**config.mk**
```make
export PLATFORM = sky130hd
export DESIGN_NAME = fetch_ctrl_flat
export DESIGN_NICKNAME = d
export VERILOG_FILES = /design/src/rtl/fetch_pkg.sv /design/src/rtl/fetch_if.sv /design/src/rtl/fetch_ctrl_pc_next.sv /design/src/rtl/fetch_ctrl.sv /design/src/flat_wrapper.sv
export SDC_FILE = /design/constraint.sdc
export NUM_CORES = 1
export LEC_CHECK = 0
export CORE_ASPECT_RATIO = 1.5
export CORE_MARGIN = 5
export CORE_UTILIZATION = 45
export DETAILED_ROUTE_END_ITERATION = 16
export GPL_ROUTABILITY_DRIVEN = 0
export HOLD_SLACK_MARGIN = 0.12
export PLACE_DENSITY = 0.75
export RECOVER_POWER = 25
export REMOVE_ABC_BUFFERS = 1
export SLEW_MARGIN = 40
export SYNTH_ARGS = -nofsm -noshare
export SYNTH_HDL_FRONTEND = slang
export SYNTH_HIERARCHICAL = 1
export SYNTH_SLANG_ARGS = --single-unit
```
**constraint.sdc**
```tcl
create_clock -name clk -period 6 [get_ports clk]
set_input_delay 0.9 -clock clk [delete_from_list [all_inputs] [get_ports clk]]
set_output_delay 0.9 -clock clk [all_outputs]
set_load 0.01 [all_outputs]
```
**src/rtl/fetch_pkg.sv**
```systemverilog
// Shared types for the fetch sequencer: state encoding and PC width.
// Optional perf counters in fetch_ctrl are enabled by FETCH_PERF_EN.
package fetch_pkg;

    localparam int PC_W = 12;

    typedef enum logic [1:0] {
        IDLE,
        RUN,
        DONE
    } fetch_state_e;

    typedef logic [PC_W-1:0] pc_t;

endpackage

```
**src/rtl/fetch_if.sv**
```systemverilog
// Host-side bundle of fetch_ctrl: start/done handshake, branch inputs, PC out.
// Perf counter signals exist only when FETCH_PERF_EN is defined.
interface fetch_if #(
    parameter int D      = 12,
    parameter int PERF_W = 16
);
    logic         start;
    logic [D-1:0] start_pc;
    logic         stall;
    logic         halt;
    logic         branch_taken;
    logic         branch_rel;
    logic [D-1:0] target;
    logic [D-1:0] pc;
    logic         fetch_valid;
    logic         done;
`ifdef FETCH_PERF_EN
    logic [PERF_W-1:0] instr_count;
    logic [PERF_W-1:0] branch_count;
`endif

    modport master (
        output start, start_pc, stall, halt,
        output branch_taken, branch_rel, target,
`ifdef FETCH_PERF_EN
        input  instr_count, branch_count,
`endif
        input  pc, fetch_valid, done
    );

    modport slave (
        input  start, start_pc, stall, halt,
        input  branch_taken, branch_rel, target,
`ifdef FETCH_PERF_EN
        output instr_count, branch_count,
`endif
        output pc, fetch_valid, done
    );

endinterface

```
**src/rtl/fetch_ctrl_pc_next.sv**
```systemverilog
// Next-PC selection: sequential, absolute branch or relative branch,
// all modulo 2**D (relative offsets are two's complement).
module pc_next #(
    parameter int D = 12
) (
    input  logic [D-1:0] i_pc,
    input  logic [D-1:0] i_target,
    input  logic         i_branch_taken,
    input  logic         i_branch_rel,
    output logic [D-1:0] o_next_pc
);

    always_comb begin
        o_next_pc = i_pc + D'(1);
        unique case (1'b1)
            i_branch_taken &  i_branch_rel: o_next_pc = i_pc + i_target;
            i_branch_taken & ~i_branch_rel: o_next_pc = i_target;
            default:                        o_next_pc = i_pc + D'(1);
        endcase
    end

endmodule

```
**src/rtl/fetch_ctrl.sv**
```systemverilog
// PC / fetch sequencer with IDLE-RUN-DONE run bracketing.
// Define FETCH_PERF_EN to add saturating instruction/branch counters.
import fetch_pkg::*;

module fetch_ctrl #(
    parameter int D      = PC_W,
    parameter int PERF_W = 16
) (
    input  logic   clk,
    input  logic   reset,
    fetch_if.slave bus
);

    fetch_state_e r_state;
    logic [D-1:0] r_pc;
    logic [D-1:0] w_next_pc;

    pc_next #(.D(D)) u_pc_next (
        .i_pc           (r_pc),
        .i_target       (bus.target),
        .i_branch_taken (bus.branch_taken),
        .i_branch_rel   (bus.branch_rel),
        .o_next_pc      (w_next_pc)
    );

    // Stall beats halt beats branch; halt keeps the halt address in pc.
    always_ff @(posedge clk) begin
        if (reset) begin
            r_state <= IDLE;
            r_pc    <= '0;
        end else begin
            unique case (r_state)
                IDLE, DONE: begin
                    if (bus.start) begin
                        r_state <= RUN;
                        r_pc    <= bus.start_pc;
                    end
                end
                RUN: begin
                    if (!bus.stall) begin
                        if (bus.halt) r_state <= DONE;
                        else          r_pc    <= w_next_pc;
                    end
                end
                default: begin
                    r_state <= IDLE;
                    r_pc    <= '0;
                end
            endcase
        end
    end

    assign bus.pc          = r_pc;
    assign bus.fetch_valid = (r_state == RUN);
    assign bus.done        = (r_state == DONE);

`ifdef FETCH_PERF_EN
    logic [PERF_W-1:0] r_instr_cnt;
    logic [PERF_W-1:0] r_branch_cnt;
    logic              w_adv;
    logic              w_take;
    logic              w_clr;

    assign w_adv  = (r_state == RUN) && !bus.stall;
    assign w_take = w_adv && !bus.halt && bus.branch_taken;
    assign w_clr  = (r_state != RUN) && bus.start;

    always_ff @(posedge clk) begin
        if (reset || w_clr) begin
            r_instr_cnt  <= '0;
            r_branch_cnt <= '0;
        end else begin
            if (w_adv && !(&r_instr_cnt))
                r_instr_cnt <= r_instr_cnt + PERF_W'(1);
            if (w_take && !(&r_branch_cnt))
                r_branch_cnt <= r_branch_cnt + PERF_W'(1);
        end
    end

    assign bus.instr_count  = r_instr_cnt;
    assign bus.branch_count = r_branch_cnt;
`endif

endmodule
```
**src/flat_wrapper.sv**
```systemverilog
// flat-port wrapper written by rule: the top's interface ports become plain ports
module fetch_ctrl_flat 
#(
    parameter int D      = PC_W,
    parameter int PERF_W = 16
)
  (clk, reset, bus_start, bus_start_pc, bus_stall, bus_halt, bus_branch_taken, bus_branch_rel, bus_target, bus_pc, bus_fetch_valid, bus_done);
  fetch_if #(.D(D), .PERF_W(PERF_W)) bus_i ();
  input  logic clk;
  input  logic reset;
  input wire logic [$bits(bus_i.start)-1:0] bus_start;
  input wire logic [$bits(bus_i.start_pc)-1:0] bus_start_pc;
  input wire logic [$bits(bus_i.stall)-1:0] bus_stall;
  input wire logic [$bits(bus_i.halt)-1:0] bus_halt;
  input wire logic [$bits(bus_i.branch_taken)-1:0] bus_branch_taken;
  input wire logic [$bits(bus_i.branch_rel)-1:0] bus_branch_rel;
  input wire logic [$bits(bus_i.target)-1:0] bus_target;
  output wire logic [$bits(bus_i.pc)-1:0] bus_pc;
  output wire logic [$bits(bus_i.fetch_valid)-1:0] bus_fetch_valid;
  output wire logic [$bits(bus_i.done)-1:0] bus_done;
  assign bus_i.start = bus_start;
  assign bus_i.start_pc = bus_start_pc;
  assign bus_i.stall = bus_stall;
  assign bus_i.halt = bus_halt;
  assign bus_i.branch_taken = bus_branch_taken;
  assign bus_i.branch_rel = bus_branch_rel;
  assign bus_i.target = bus_target;
  assign bus_pc = bus_i.pc;
  assign bus_fetch_valid = bus_i.fetch_valid;
  assign bus_done = bus_i.done;
  fetch_ctrl #(.D(D), .PERF_W(PERF_W)) u_core (.clk(clk), .reset(reset), .bus(bus_i));
endmodule
```
**After elaboration in Yosys (flattened, before gate mapping)**

Index checks and enable logic that the tools add are counted.

- $add $sub $neg: 2
- Equality and inequality tests: 6
- Mux-type cells: 9
- Bitwise operators: 3
- Reduce and logical (&&, ||, !) cells: 4

Operators by type and width:

| cell | count |
|---|---|
| $pmux 12 s2 | 2 |
| $mux 12 | 3 |
| $add 12x1->12 const B | 1 |
| $add 12x12->12 | 1 |
| $ne 2x2->1 const B | 4 |
| $mux 2 | 3 |
| $reduce_and 3->1 | 2 |
| $pmux 2 s2 | 1 |
| $and 1x1->1 | 2 |
| $eq 2x1->1 const B | 1 |
| $eq 2x2->1 const B | 1 |
| $logic_not 2->1 | 1 |
| $reduce_or 2->1 | 1 |
| $not 1->1 | 1 |

- Register bits: 14
- Input port bits: 31
- Output and inout bits: 14
- Logic and storage cells: 26

**Logic depth before layout (Yosys ltp)**

Gate-level depths: netlist of the first run.

- Word-level depth: 6
- Mapped depth: 12

**By module**

Netlist of the first run, hierarchy kept.

By module, submodules not included:

| module | times used | cells each | area each (µm²) | seq. area each (µm²) |
|---|---|---|---|---|
| fetch_ctrl | 1 | 99 | 837.1 | 280.3 |
| pc_next | 1 | 121 | 814.5 | 0.0 |

**Worst setup path after synthesis of the first run**

Ideal clock, no wire load.

- Path kind: input to register
- From: in bus_branch_rel
- To: reg u_core.r_pc[8], in the netlist u_core/bus.pc[8]
- Library setup time: 0.123 ns
- Data arrival time: 2.729 ns
- Path slack: 3.148 ns
- Cell stages on the path: 12
- Buffers on the path: 1
- Cells stage by stage: clkbuf_1 nand3b_1 ha_1 inv_1 fa_1 nand2b_1 a21oi_1 o21a_1 a2111o_1 o211a_1 a21oi_1 o21ai_1

- Cells in the longest elaborated chain, start to end: 6
- Elaborated cells between the ends (all ways): 7
- Those cells by class: mux (4); bitwise (3)

Ends and longest elaborated chain:

| element | RTL line | source |
|---|---|---|
| start: declaration | flat_wrapper.sv:16 | `input wire logic [$bits(bus_i.branch_rel)-1:0] bus_branch_rel;` |
| $not 1->1 | fetch_ctrl_pc_next.sv:17 | `i_branch_taken & ~i_branch_rel: o_next_pc = i_target;` |
| $and 1x1->1 | fetch_ctrl_pc_next.sv:17 |  |
| $pmux 12 s2 * | fetch_ctrl_pc_next.sv:15 | `unique case (1'b1)` |
| named net u_core.w_next_pc[8] | fetch_ctrl.sv:16 | `logic [D-1:0] w_next_pc;` |
| $mux 12 * | fetch_ctrl.sv:41 | `if (bus.halt) r_state <= DONE;` |
| $mux 12 * | fetch_ctrl.sv:40 | `if (!bus.stall) begin` |
| $pmux 12 s2 * | fetch_ctrl.sv:32 | `unique case (r_state)` |
| end signal: assignment | fetch_ctrl.sv:36 | `r_pc <= bus.start_pc;` |
| end signal: assignment | fetch_ctrl.sv:42 | `else r_pc <= w_next_pc;` |
| end: declaration | fetch_ctrl.sv:15 | `logic [D-1:0] r_pc;` |

Mark *: on every way through the listed nets, which the timed path passes. The rest lies on a longest branch. The select of a mux whose other input is x is not followed.
A chain may end at the register's enable or synchronous reset.

**Worst setup path after layout of the first run**

- From: in bus_branch_taken
- To: reg u_core.r_pc[10], in the netlist u_core/bus.pc[10]

- Cells in the longest elaborated chain, start to end: 5
- Elaborated cells between the ends (all ways): 6
- Those cells by class: mux (4); bitwise (2)

Ends and longest elaborated chain:

| element | RTL line | source |
|---|---|---|
| start: declaration | flat_wrapper.sv:15 | `input wire logic [$bits(bus_i.branch_taken)-1:0] bus_branch_taken;` |
| $and 1x1->1 (on tied branches) | fetch_ctrl_pc_next.sv:17, fetch_ctrl_pc_next.sv:16 |  |
| $pmux 12 s2 * | fetch_ctrl_pc_next.sv:15 |  |
| named net u_core.w_next_pc[10] | fetch_ctrl.sv:16 |  |
| $mux 12 * | fetch_ctrl.sv:41 |  |
| $mux 12 * | fetch_ctrl.sv:40 |  |
| $pmux 12 s2 * | fetch_ctrl.sv:32 |  |

Marked as above.

==> impl_metrics.json, run 1 <==
{
  "n_antenna_cell": 0,
  "status": "complete, no violations",
  "ys_seq_area_share_pct": 17.0,
  "drtAntennaViolNets": 0,
  "grt_max_degree": 29,
  "cts_hold_buf": 0,
  "synth_flop_cell": "dfxtp_1",
  "grt_pass1_wl_um": 7540,
  "leakage_nw": 0.852,
  "cts_made_buffers": 3,
  "vdd_ir_drop_max_mv": 0.162,
  "synth-seq-cells": 14,
  "min_period_ps": 3470,
  "p_int_w": 0.000230,
  "r2r_cells": 10,
  "dp_hpwl_um": 3400,
  "power_frac_seq_pct": 33.9,
  "power.density_mw_per_mm2": 164,
  "final_area_mm2": 0.00211,
  "setup_viol": 0,
  "synth_top_cell_area_share_pct": 17.0,
  "crit_arrival_ps": 3640,
  "clock-sinks": 14,
  "vias_per_cell": 6.03,
  "synth_area_mm2": 0.00165,
  "synth_area_leader_cell": "dfxtp_1",
  "drt_iter0_markers": 51,
  "grt_util_all_layers_pct": 18.5,
  "dieArea_mm2": 0.00501,
  "drive_gt1_share_pct": 2.80,
  "synthTopCellsByArea": "dfxtp_1 (17%), ha_1 (8.3%), a21oi_1 (7.3%)",
  "cts_tree": "done",
  "syn_area_per_cell_um2": 7.51,
  "reg2reg_setup_slack_ps": 3670,
  "worst_pin_slew_ps": 739,
  "hold_slack_ps": 589,
  "final_core_util_pct": 58.3,
  "syn-instance-count": 220,
  "synth-edff-count": 0,
  "hold_viol": 0,
  "firstDrtPassIters": 4,
  "tns_ps": 0,
  "postPlaceCellArea_mm2": 0.00205,
  "crit_required_ps": 6180,
  "cts_resized": 0,
  "path_class": "in2reg",
  "avgRoutedWirePerCell_um": 15.1,
  "post-place-cells": 289,
  "cts_max_level": 1,
  "syn_to_final_growth_pct": 27.7,
  "fillers": 354,
  "cts.path.max_buffers": 2,
  "drc": 0,
  "slew_headroom_pct": 50.6,
  "grt_pass1_vias": 1668,
  "die_w_um": 59.5,
  "cts.clk_slew.worst_paths_ps": 60,
  "pin_count": 45,
  "p_sw_w": 0.000115,
  "yosysMostFrequentCell": "a21oi_1",
  "crit_path_start_kind": "input port",
  "comb_power_share_pct": 39.6,
  "cp_max_fo": 17,
  "finalCritPeriodShare_pct": 57.8,
  "clockPowerShare_pct": 26.5,
  "grt.overflow.total": 0,
  "initial_core_util_pct": 45.7,
  "vias": 1767,
  "synth.distinct_cells": 47,
  "hold_path_depth": 2,
  "antenna_found_initial": 0,
  "fp.dieH_um": 84.2,
  "port_buffers": 44,
  "yosys-top-cells-count": "a21oi_1 (24), nor2b_1 (15), dfxtp_1 (14)",
  "setup.worst_path.end_class": "flip-flop",
  "grt_setup_unrepaired": "false",
  "insertion_delay_ps": 240,
  "cts_root_buf": "clkbuf_8",
  "synthArstFlopShare_pct": 0,
  "instances_no_fill": 293,
  "yosys_warnings": 6,
  "hold_class": "reg2reg",
  "finClkSkew_ps": 1.56,
  "fmax_mhz": 288,
  "rows": 27,
  "routed_wl_um": 4420,
  "cts_setup_buffers": 0,
  "core_mm2": 0.00361,
  "final_net_count": 294,
  "multi_input_area_mm2": 0.00125,
  "p_sw_share_pct": 33.4,
  "maxSlewViolCount": 0,
  "seq_area_um2": 282,
  "maxCapViolCount": 0
}
==> routing by layer <==
metal | vias up | share of wire (%) | GRT usage [%]
met2 | 44 | 50 | 30.8
li1 | 908 | - | -
met4 | 0 | 0.97 | 4.12
met3 | 4 | 3.5 | 1.69
met5 | - | 0 | 0
met1 | 811 | 46 | 25.1
==> state kept, by name, indices dropped and copies added, names as in the netlist <==
register,count
u_core/r_state,2
u_core/bus.pc,12
==> critical path, stage by stage <==
cell	delay, ps
clkdlybuf4s50_1	660
nand3b_1	210
ha_1	210
inv_1	60
fa_1	380
nand2b_1	170
a21oi_1	240
o2111ai_1	210
nor4b_1	180
nor3_1	200
a21oi_1	80
o21ai_1	120
==> placed cells by master (no fill, tap or decap), types with 2 or more instances in the layout <==
cell             instances
a211oi_1                 2
a21o_1                   7
a21oi_1                 24
a31oi_1                  2
a41oi_1                 12
and2_1                   2
and3_1                   9
clkbuf_8                 4
clkdlybuf4s50_1         38
dfxtp_1                 13
dlygate4sd3_1            6
ha_1                    11
inv_1                    6
nand2_1                 10
nand2b_1                 6
nand3_1                  2
nand4_1                  2
nor2_1                  11
nor2b_1                 15
nor3_1                   4
nor4b_1                 13
o2111ai_1                2
o211a_1                  2
o21a_1                   2
o21ai_0                  9
o21ai_1                 11
xnor2_1                  2
xor2_1                   3
==> final timing paths <==
check / from / endpoint
max reg2reg: u_core/bus.pc[0] / u_core/bus.pc[10]
min reg2reg: u_core/bus.pc[10] / u_core/bus.pc[10]
min: u_core/bus.pc[10] / u_core/bus.pc[10]
max: bus_branch_taken / u_core/bus.pc[10]
==> final cells by class <==
cell class	instances	share of cell area, %
Multi-Input combinational cell	182	59.5
Timing Repair Buffer	44	20.9
Sequential cell	14	13.4
Clock buffer	4	2.61
Tap cell	43	2.55
Inverter	6	1.07
==> cells by family after synthesis <==
kind of cell	Yosys count	share of synthesized area [%]
XOR/XNOR	5	2.65
adder cells (fa/ha/maj)	12	9.55
flip-flops	14	17.0
buffers and inverters	24	7.04
AO/OA/AOI/OAI	83	33.3
AND/OR/NAND/NOR	82	30.5
==> power by group through the flow <==
stage                     combinational, W  sequential, W   clock, W
after global routing              0.000152       0.000119  0.0000998
after floorplan                  0.0000752       0.000118          0
final                             0.000137       0.000117  0.0000917
after detailed placement          0.000138       0.000119          0
after CTS                         0.000139       0.000117  0.0000927
after global placement            0.000137       0.000119          0
==> stage by stage <==
stage,total power (W),setup WS (ps)
floorplan,0.000194,3300
global route,0.000371,2270
detailed placement,0.000257,2280
global placement,0.000256,2330
CTS,0.000348,2520
finish,0.000346,2530
Note: power is estimated with default switching activity, not from simulation.
==> run 2, diff against run 1 <==
==> constraint.sdc (replaced) <==
create_clock -name clk -period 3.5 [get_ports clk]
set_input_delay 0.525 -clock clk [delete_from_list [all_inputs] [get_ports clk]]
set_output_delay 0.525 -clock clk [all_outputs]
set_load 0.01 [all_outputs]
==> run 2 against run 1 <==
Setup slack lost 2100 ps. Worst hold slack better by 9.7 ps. Critical path depth stayed put. Clock-buffer cell count unchanged. Routed wire length is 1.1% higher. Sequential power is 65% higher. Global-route usage is 0.34 points lower. Cell count is 1.4% higher. Register-to-register slack worse by 2500 ps. Final area is 1.4% higher. Largest cell class unchanged. Clock power rose by 70%.
==> impl_metrics.json, run 2 (synthesized netlist as in run 1, its figures left out) <==
{
  "cts_resized": 0,
  "port_buffers": 44,
  "drc": 0,
  "vdd_ir_drop_max_mv": 0.273,
  "fmax_mhz": 329,
  "p_int_w": 0.000398,
  "power.density_mw_per_mm2": 279,
  "clockPowerShare_pct": 26.1,
  "maxSlewViolCount": 0,
  "dp_hpwl_um": 3520,
  "cp_max_fo": 15,
  "core_mm2": 0.00361,
  "hold_viol": 0,
  "slew_headroom_pct": 57.0,
  "path_cells": "clkdlybuf4s50_1 > nand3b_1 > ha_1 > inv_1 > fa_1 > nand2b_1 > a21oi_1 > o2111ai_1 > nor4b_1 > nor3_1 > a21oi_1 > o21ai_1",
  "crit_required_ps": 3670,
  "cts.clk_slew.worst_paths_ps": 60,
  "avgRoutedWirePerCell_um": 15.0,
  "antenna_found_initial": 0,
  "crit_arrival_ps": 3220,
  "postPlaceCellArea_mm2": 0.00208,
  "cts_root_buf": "clkbuf_8",
  "cpMaxStageDelayCell": "clkdlybuf4s50_1",
  "cpLargestDelayFamily": "simple AND/OR/NAND/NOR gates",
  "finalCritPeriodShare_pct": 86.9,
  "final_cell_mix": "clkdlybuf4s50_1 (38), a21oi_1 (24), nor2b_1 (15), dfxtp_1 (14), nor4b_1 (13)",
  "rows": 27,
  "largest_reg_flops": 12,
  "initial_core_util_pct": 45.7,
  "mostFrequentLayoutCell": "clkdlybuf4s50_1",
  "setup.worst_path.end_class": "flip-flop",
  "pin_count": 45,
  "cts_tree": "done",
  "drive_gt1_share_pct": 3.94,
  "final_area_mm2": 0.00214,
  "p_sw_w": 0.000198,
  "grt_setup_unrepaired": "false",
  "setup_viol": 0,
  "dieArea_mm2": 0.00501,
  "vias_per_cell": 5.95,
  "preCtsSetupSlack_ps": 219,
  "path_class": "in2reg",
  "critPathBufInv": 2,
  "grt_util_all_layers_pct": 18.1,
  "critPathMaxStageDelay_ps": 630,
  "power_w": 0.000597,
  "final_net_count": 298,
  "cp_common_cell": "a21oi_1",
  "p_sw_share_pct": 33.2,
  "leakage_nw": 0.872,
  "status": "complete, no violations",
  "finClkSkew_ps": 2.13,
  "crit_path_start_kind": "input port",
  "worst_pin_slew_ps": 644,
  "grt_pass1_wl_um": 7400,
  "syn_to_final_growth_pct": 29.4,
  "cts.path.max_buffers": 2,
  "drtAntennaViolNets": 0,
  "fp.dieH_um": 84.2,
  "power_frac_seq_pct": 32.4,
  "hold_slack_ps": 599,
  "n_antenna_cell": 0,
  "comb_power_share_pct": 41.4,
  "drt_iter0_markers": 62,
  "grt_max_degree": 29,
  "tns_ps": 0,
  "hold_class": "reg2reg",
  "cts_made_buffers": 3,
  "die_w_um": 59.5,
  "cts_setup_buffers": 0,
  "routed_wl_um": 4470,
  "min_period_ps": 3040,
  "clock-sinks": 14,
  "cts_max_level": 1,
  "firstDrtPassIters": 4,
  "maxCapViolCount": 0,
  "layout_setup_ws_ps": 458,
  "vias": 1766,
  "grt.overflow.total": 0,
  "grt_pass1_vias": 1693,
  "insertion_delay_ps": 240,
  "cts_hold_buf": 0
}
==> run 2: cell count changes in the layout (fill, tap and decap cells not counted) <==
cell / previous run / this run
dfxtp_2: 1 / 0
buf_4: 0 / 4
dfxtp_1: 13 / 14
==> run 2: metal layers <==
| layer | part of all wire [%] | up-vias | routed length [um] | global-route usage [%] |
|---|---|---|---|---|
| met5 | 0 | - | 0 | 0 |
| li1 | - | 909 | - | - |
| met4 | 1.4 | 0 | 61 | 6.80 |
| met2 | 52 | 28 | 2330 | 31.7 |
| met3 | 3.3 | 4 | 147 | 1.85 |
| met1 | 43 | 825 | 1930 | 21.9 |
==> run 2: stage by stage <==
| stage | cells | utilization (%) |
|---|---|---|
| floorplan | 202 | - |
| global placement | 293 | 57.6 |
| detailed placement | 293 | 57.6 |
| CTS | 297 | 59.1 |
| global route | 297 | 59.1 |
| finish | 297 | 59.1 |
==> run 2: layout make-up <==
type	count	area, um^2
tap	43	53.8
sequential	14	280
inverter	6	22.5
fill	345	1480
timing repair buffer	48	470
multi-input combinational	182	1250
clock buffer	4	55.1
==> run 2: path summary, 6_finish.rpt <==
check	startpoint	end	slack (ps)	cells past startpoint
setup / recovery	bus_branch_rel	u_core/bus.pc[10]	460	12
hold / removal	u_core/bus.pc[9]	u_core/bus.pc[9]	600	2
hold reg to reg	u_core/bus.pc[9]	u_core/bus.pc[9]	600	2
setup reg to reg	u_core/bus.pc[0]	u_core/bus.pc[10]	1170	10
==> run 2: power groups by stage <==
stage	Clock (W)	Combinational, W	Sequential, W
floorplan	0	0.000129	0.000203
global placement	0	0.000248	0.000197
detailed placement	0	0.000249	0.000197
CTS	0.000157	0.000250	0.000194
global route	0.000168	0.000272	0.000197
finish	0.000156	0.000247	0.000193
==> run 2: worst reg2reg max path, stage by stage (launching register included) <==
cell	delay, ps
dfxtp_1	380
ha_1	220
inv_1	70
fa_1	380
nand2b_1	190
a21oi_1	240
o2111ai_1	200
nor4b_1	190
nor3_1	190
a21oi_1	90
o21ai_1	120
==> run 3, diff against run 2 <==
--- a/config.mk
+++ b/config.mk
@@ -8,6 +8,7 @@
 export CORE_ASPECT_RATIO = 1.5
 export CORE_MARGIN = 5
 export CORE_UTILIZATION = 45
+export CTS_BUF_LIST = sky130_fd_sc_hd__clkbuf_4 sky130_fd_sc_hd__clkbuf_8
 export DETAILED_ROUTE_END_ITERATION = 16
 export GPL_ROUTABILITY_DRIVEN = 0
 export HOLD_SLACK_MARGIN = 0.12
==> results of run 3 <==
The final DEF is identical to that of run 2; final timing and power are the same.
